[src/rtl/spi_frame_master.sv]
// Frame-level SPI master (mode 0): shifts a {cmd, addr, wdata} 64-bit frame out MSB first and
// captures 32 bits of miso during the data phase. All pin-side outputs are registered.
module spi_frame_master #(
   parameter int unsigned HALF_DIV = 2,
   parameter int unsigned GAP_CYC  = 4
) (
   input  logic        clk,
   input  logic        rst,
   input  logic        req,
   output logic        ready,
   input  logic [7:0]  cmd,
   input  logic [23:0] addr,
   input  logic [31:0] wdata,
   output logic [31:0] rdata,
   output logic        done,
   output logic        sck,
   output logic        cs,
   output logic        mosi,
   input  logic        miso
);

   localparam int unsigned MaxCnt = (HALF_DIV > GAP_CYC) ? HALF_DIV : GAP_CYC;
   localparam int unsigned CntW   = (MaxCnt > 1) ? $clog2(MaxCnt) : 1;

   localparam logic [CntW-1:0] HalfLast = CntW'(HALF_DIV - 1);
   localparam logic [CntW-1:0] GapLast  = CntW'(GAP_CYC - 1);
   localparam logic [CntW-1:0] GapPrev  = CntW'((GAP_CYC > 1) ? (GAP_CYC - 2) : 0);

   typedef enum logic [2:0] {
      StIdle,
      StShiftLo,
      StShiftHi,
      StTrail,
      StGap
   } state_e;

   state_e          state_q;
   logic [CntW-1:0] div_q;
   logic [5:0]      bit_q;
   logic [62:0]     tx_q;  // frame bits still to send; frame[63] goes straight to mosi
   logic [31:0]     rx_q;

   always_ff @(posedge clk) begin
      if (rst) begin
         state_q <= StIdle;
         div_q   <= '0;
         bit_q   <= '0;
         tx_q    <= '0;
         rx_q    <= '0;
         ready   <= 1'b1;
         rdata   <= '0;
         done    <= 1'b0;
         sck     <= 1'b0;
         cs      <= 1'b1;
         mosi    <= 1'b0;
      end else begin
         done <= 1'b0;
         unique case (state_q)
            StIdle: begin
               if (req) begin
                  tx_q    <= {cmd[6:0], addr, wdata};
                  mosi    <= cmd[7];
                  bit_q   <= '0;
                  div_q   <= '0;
                  cs      <= 1'b0;
                  ready   <= 1'b0;
                  state_q <= StShiftLo;
               end
            end
            StShiftLo: begin
               if (div_q == HalfLast) begin
                  div_q   <= '0;
                  sck     <= 1'b1;
                  state_q <= StShiftHi;
                  // Sample on the same edge that raises sck; only data-phase bits are kept.
                  if (bit_q[5]) begin
                     rx_q <= {rx_q[30:0], miso};
                  end
               end else begin
                  div_q <= div_q + 1'b1;
               end
            end
            StShiftHi: begin
               if (div_q == HalfLast) begin
                  div_q <= '0;
                  sck   <= 1'b0;
                  if (bit_q != 6'd63) begin
                     bit_q   <= bit_q + 1'b1;
                     mosi    <= tx_q[62];
                     tx_q    <= {tx_q[61:0], 1'b0};
                     state_q <= StShiftLo;
                  end else begin
                     state_q <= StTrail;
                  end
               end else begin
                  div_q <= div_q + 1'b1;
               end
            end
            StTrail: begin
               if (div_q == HalfLast) begin
                  div_q   <= '0;
                  cs      <= 1'b1;
                  mosi    <= 1'b0;
                  state_q <= StGap;
                  // With a one-cycle gap the first gap cycle is also the last one.
                  if (GAP_CYC == 1) begin
                     done  <= 1'b1;
                     rdata <= rx_q;
                  end
               end else begin
                  div_q <= div_q + 1'b1;
               end
            end
            StGap: begin
               if (div_q == GapLast) begin
                  div_q   <= '0;
                  ready   <= 1'b1;
                  state_q <= StIdle;
               end else begin
                  div_q <= div_q + 1'b1;
                  if (div_q == GapPrev) begin
                     done  <= 1'b1;
                     rdata <= rx_q;
                  end
               end
            end
            default: state_q <= StIdle;
         endcase
      end
   end

endmodule

[config.mk]
export PLATFORM = sky130hd
export DESIGN_NAME = spi_frame_master
export DESIGN_NICKNAME = d
export VERILOG_FILES = /design/src/rtl/spi_frame_master.sv
export SDC_FILE = /design/constraint.sdc
export NUM_CORES = 1
export LEC_CHECK = 0
export ABC_AREA = 1
export BUFFER_PORTS_ARGS = -buffer_cell sky130_fd_sc_hd__buf_2
export CORE_MARGIN = 2
export CORE_UTILIZATION = 30
export CTS_CLUSTER_DIAMETER = 100
export DETAILED_ROUTE_END_ITERATION = 8
export SYNTH_ARGS = -nofsm -noshare
export SYNTH_HDL_FRONTEND = slang
export SYNTH_SLANG_ARGS = --single-unit
export TNS_END_PERCENT = 5
[constraint.sdc]
create_clock -name clk -period 4.45 [get_ports clk]
set_input_delay 0.2225 -clock clk [delete_from_list [all_inputs] [get_ports clk]]
set_output_delay 0.2225 -clock clk [all_outputs]
set_load 0.05 [all_outputs]
==> qor.txt <==
DRT Wirelength: 14.3 mm
Comb pwr share: 0.230
clock root buffer master: clkbuf_16
Post-DP Area: 0.00668 mm^2
Sw Pwr: 1350 uW
Die X: 146 um
Flop pwr share: 0.398
final hold violation count: 0
Netlist cell types: 25
P per Cell Area: 565 mW/mm^2
Post-synth EDFFs: 0
detailed-route wire length per cell: 11.5 um
Die Area: 0.0215 mm^2
Setup Fix Bufs, Post-CTS: 0
crit-path cells: inv_1 > ha_1 > inv_1 > o21ai_4 > nand2_4 > inv_2 > nand2_1 > nand2_1 > nor2_1
Initial Utilization: 0.303
Worst setup SP type: flip-flop
Final period util: 0.640
largest net degree at the start of global routing: 74
CP max stage cell: inv_2
count leader, synth: nand2_1
Synth top cells by count: 254 x nand2_1, 210 x nor2_1, 143 x dfxtp_1
Compound-Gate Fraction of Synth Area: 0.121
row count: 52
GP Congestion: 0.784
Simple-Gate Fraction of Synth Area: 0.334
first drt pass iteration count: 4
syn nets: 966
first-pass GRT wire length: 24.5 mm
Min-Delay Path Class: in -> reg
vias in the first global route: 5168
Final Cell Area: 0.00732 mm^2
cts hold-fix bufs: 0
DR vias/cell: 4.47
post-cts sizing count: 0
Total Power: 4140 uW
clock buffer depth: 2
synthesized cell area: 0.00609 mm^2
fmax: 351 MHz
setup TNS: 0 ps
Area contributors post-synth: dfxtp_1 47%, nand2_1 16%, nor2_1 13%
Worst slew margin: 0.212
Final min period: 2850 ps
core area: 0.0201 mm^2
remaining global-route overflow: 0
crit path kind: reg -> reg
Worst Tran Pin Value: 1180 ps
Layout Nets: 1034
ANT cells: 0
Crit path largest cell delay: 1000 ps
TritonCTS Buffers: 17
Gate Count Post-Synth: 893
Arr. time, crit path: 3160 ps
# placed instances: 1212
Syn. warnings: 0
Hold Slack: 75.1 ps
drt drc: 0
outcome: complete, no violations
sequential fraction of the synthesis area: 0.470
clk_lat worst skew: 430 ps
worst path required time: 4760 ps
Synth Area in XOR/XNOR: 0
Routed Antenna Nets: 0
CP max FO: 68
top_reg_cell synth: dfxtp_1
CTS tree: done
Synth Area in Adders: 0.0103
fin. max-slew vios: 0
Final HPWL DP: 8.63 mm
Layout Cells excl Fill: 1244
clock network fraction of design power: 0.373
largest family of logic cells by synthesized area: simple AND/OR/NAND/NOR gates
element type at the critical path end: flip-flop
Final setup violation count: 0
Clock Skews: 11.0 ps
maximum VDD drop: 0.243 mV
synthesis-stage register bit count: 143
switching portion of total power: 0.326
mux cell area share after synthesis: 0
RSZ-0062 raised after global routing: no
Synth top area share: 0.470
gr usage total: 0.137
mean post-synth cell area: 6.82 um^2
initial antenna violation count: 0
post-synth top area cell: dfxtp_1
FFs w/ async S/R, synth: 0
initial drt markers: 359
H-tree depth: 4
share of post-route cells with drive strength above 1: 0.155
total number of vias: 5559
# fillers: 2166
Port-buffer cells: 104
Leak: 0.00325 uW
Die H: 146 um
total I/O pin count: 105
clock tree sinks: 143
Int Power: 2790 uW
Reg clk slew, reported paths: 60 ps
maxcap violations: 0
synth-to-layout area growth: 20.3%
[worst paths after layout]
path                          start  cells after the start  slack (ps)                     end
max           div_q[1]$_SDFFE_PP0P_                      9        1600    tx_q[0]$_SDFFE_PP0P_
min                            miso                      3          80    rx_q[0]$_SDFFE_PP0P_
max reg2reg   div_q[1]$_SDFFE_PP0P_                      9        1600    tx_q[0]$_SDFFE_PP0P_
min reg2reg  rdata[27]$_SDFFE_PP0P_                      2         460  rdata[27]$_SDFFE_PP0P_
[worst max-delay path, delay by kind of cell, from the launching register on]
family | cells | cell delay (ps)
buffers and inverters | 3 | 1190
and+or+nand+nor | 4 | 650
DFF | 1 | 350
AOI/OAI and AO/OA | 1 | 250
adders and majority gates | 1 | 230
[state kept, by name, summed over array words and instances, names as in the netlist]
signal / flops
done: 1
ready: 1
bit_q: 6
rx_q: 32
cs: 1
state_q: 3
div_q: 2
tx_q: 63
rdata: 32
mosi: 1
sck: 1
[cell usage in the layout (no fill, tap or decap)]
cell type,count
clkbuf_8,1
inv_1,18
ha_1,5
nand3_2,1
o21ai_1,18
buf_4,5
inv_8,1
o21ai_4,1
nor2_1,210
nor2_4,1
nand2_1,254
a21oi_1,43
bufinv_16,4
dfxtp_1,143
o21ai_0,83
inv_6,3
clkbuf_16,17
clkinv_2,1
nand2_4,1
nor3_1,3
nand3b_1,1
buf_2,104
clkinv_4,4
nor3_2,1
clkinv_1,1
inv_2,4
nand2_2,1
nand3_1,42
nand4_1,2
clkinvlp_4,1
[power groups by stage]
stage	Combinational [uW]	Clock [uW]	Sequential, uW
3_5_place_dp	962	0	1670
6_report	950	1540	1650
2_1_floorplan	797	0	1680
5_1_grt	1120	1630	1680
4_1_cts	966	1590	1650
3_3_place_gp	959	0	1670
[metal layers]
| metal | track usage | vias up | routed length, um |
|---|---|---|---|
| met5 | 0 | - | 0 |
| met4 | 0.0510 | 0 | 276 |
| met3 | 0.0353 | 23 | 608 |
| met2 | 0.221 | 90 | 6680 |
| met1 | 0.178 | 2480 | 6780 |
| li1 | - | 2966 | - |
[layout make-up]
type,count,area [um^2],share of cell area
Clock buffer,18,439,0.0600
Clock inverter,14,205,0.0280
Multi-Input combinational cell,667,2840,0.387
Inverter,23,86.3,0.0118
Timing Repair Buffer,109,558,0.0762
Tap cell,270,338,0.0461
Sequential cell,143,2860,0.391
[logic make-up (layout without fill, tap and decap cells)]
kind of cell    Yosys count  after routing
simple gates            517            517
compound gates          145            145
flops                   143            143
buf+inv                  83            164
fa+ha+maj                 5              5
[stage by stage]
stage / setup slack, ps / utilization
2_1_floorplan: 2890 / -
3_3_place_gp: 1600 / 0.332
3_5_place_dp: 1580 / 0.332
4_1_cts: 1580 / 0.364
5_1_grt: 1220 / 0.364
6_report: 1600 / 0.364
Power figures use the tool's default switching activity.
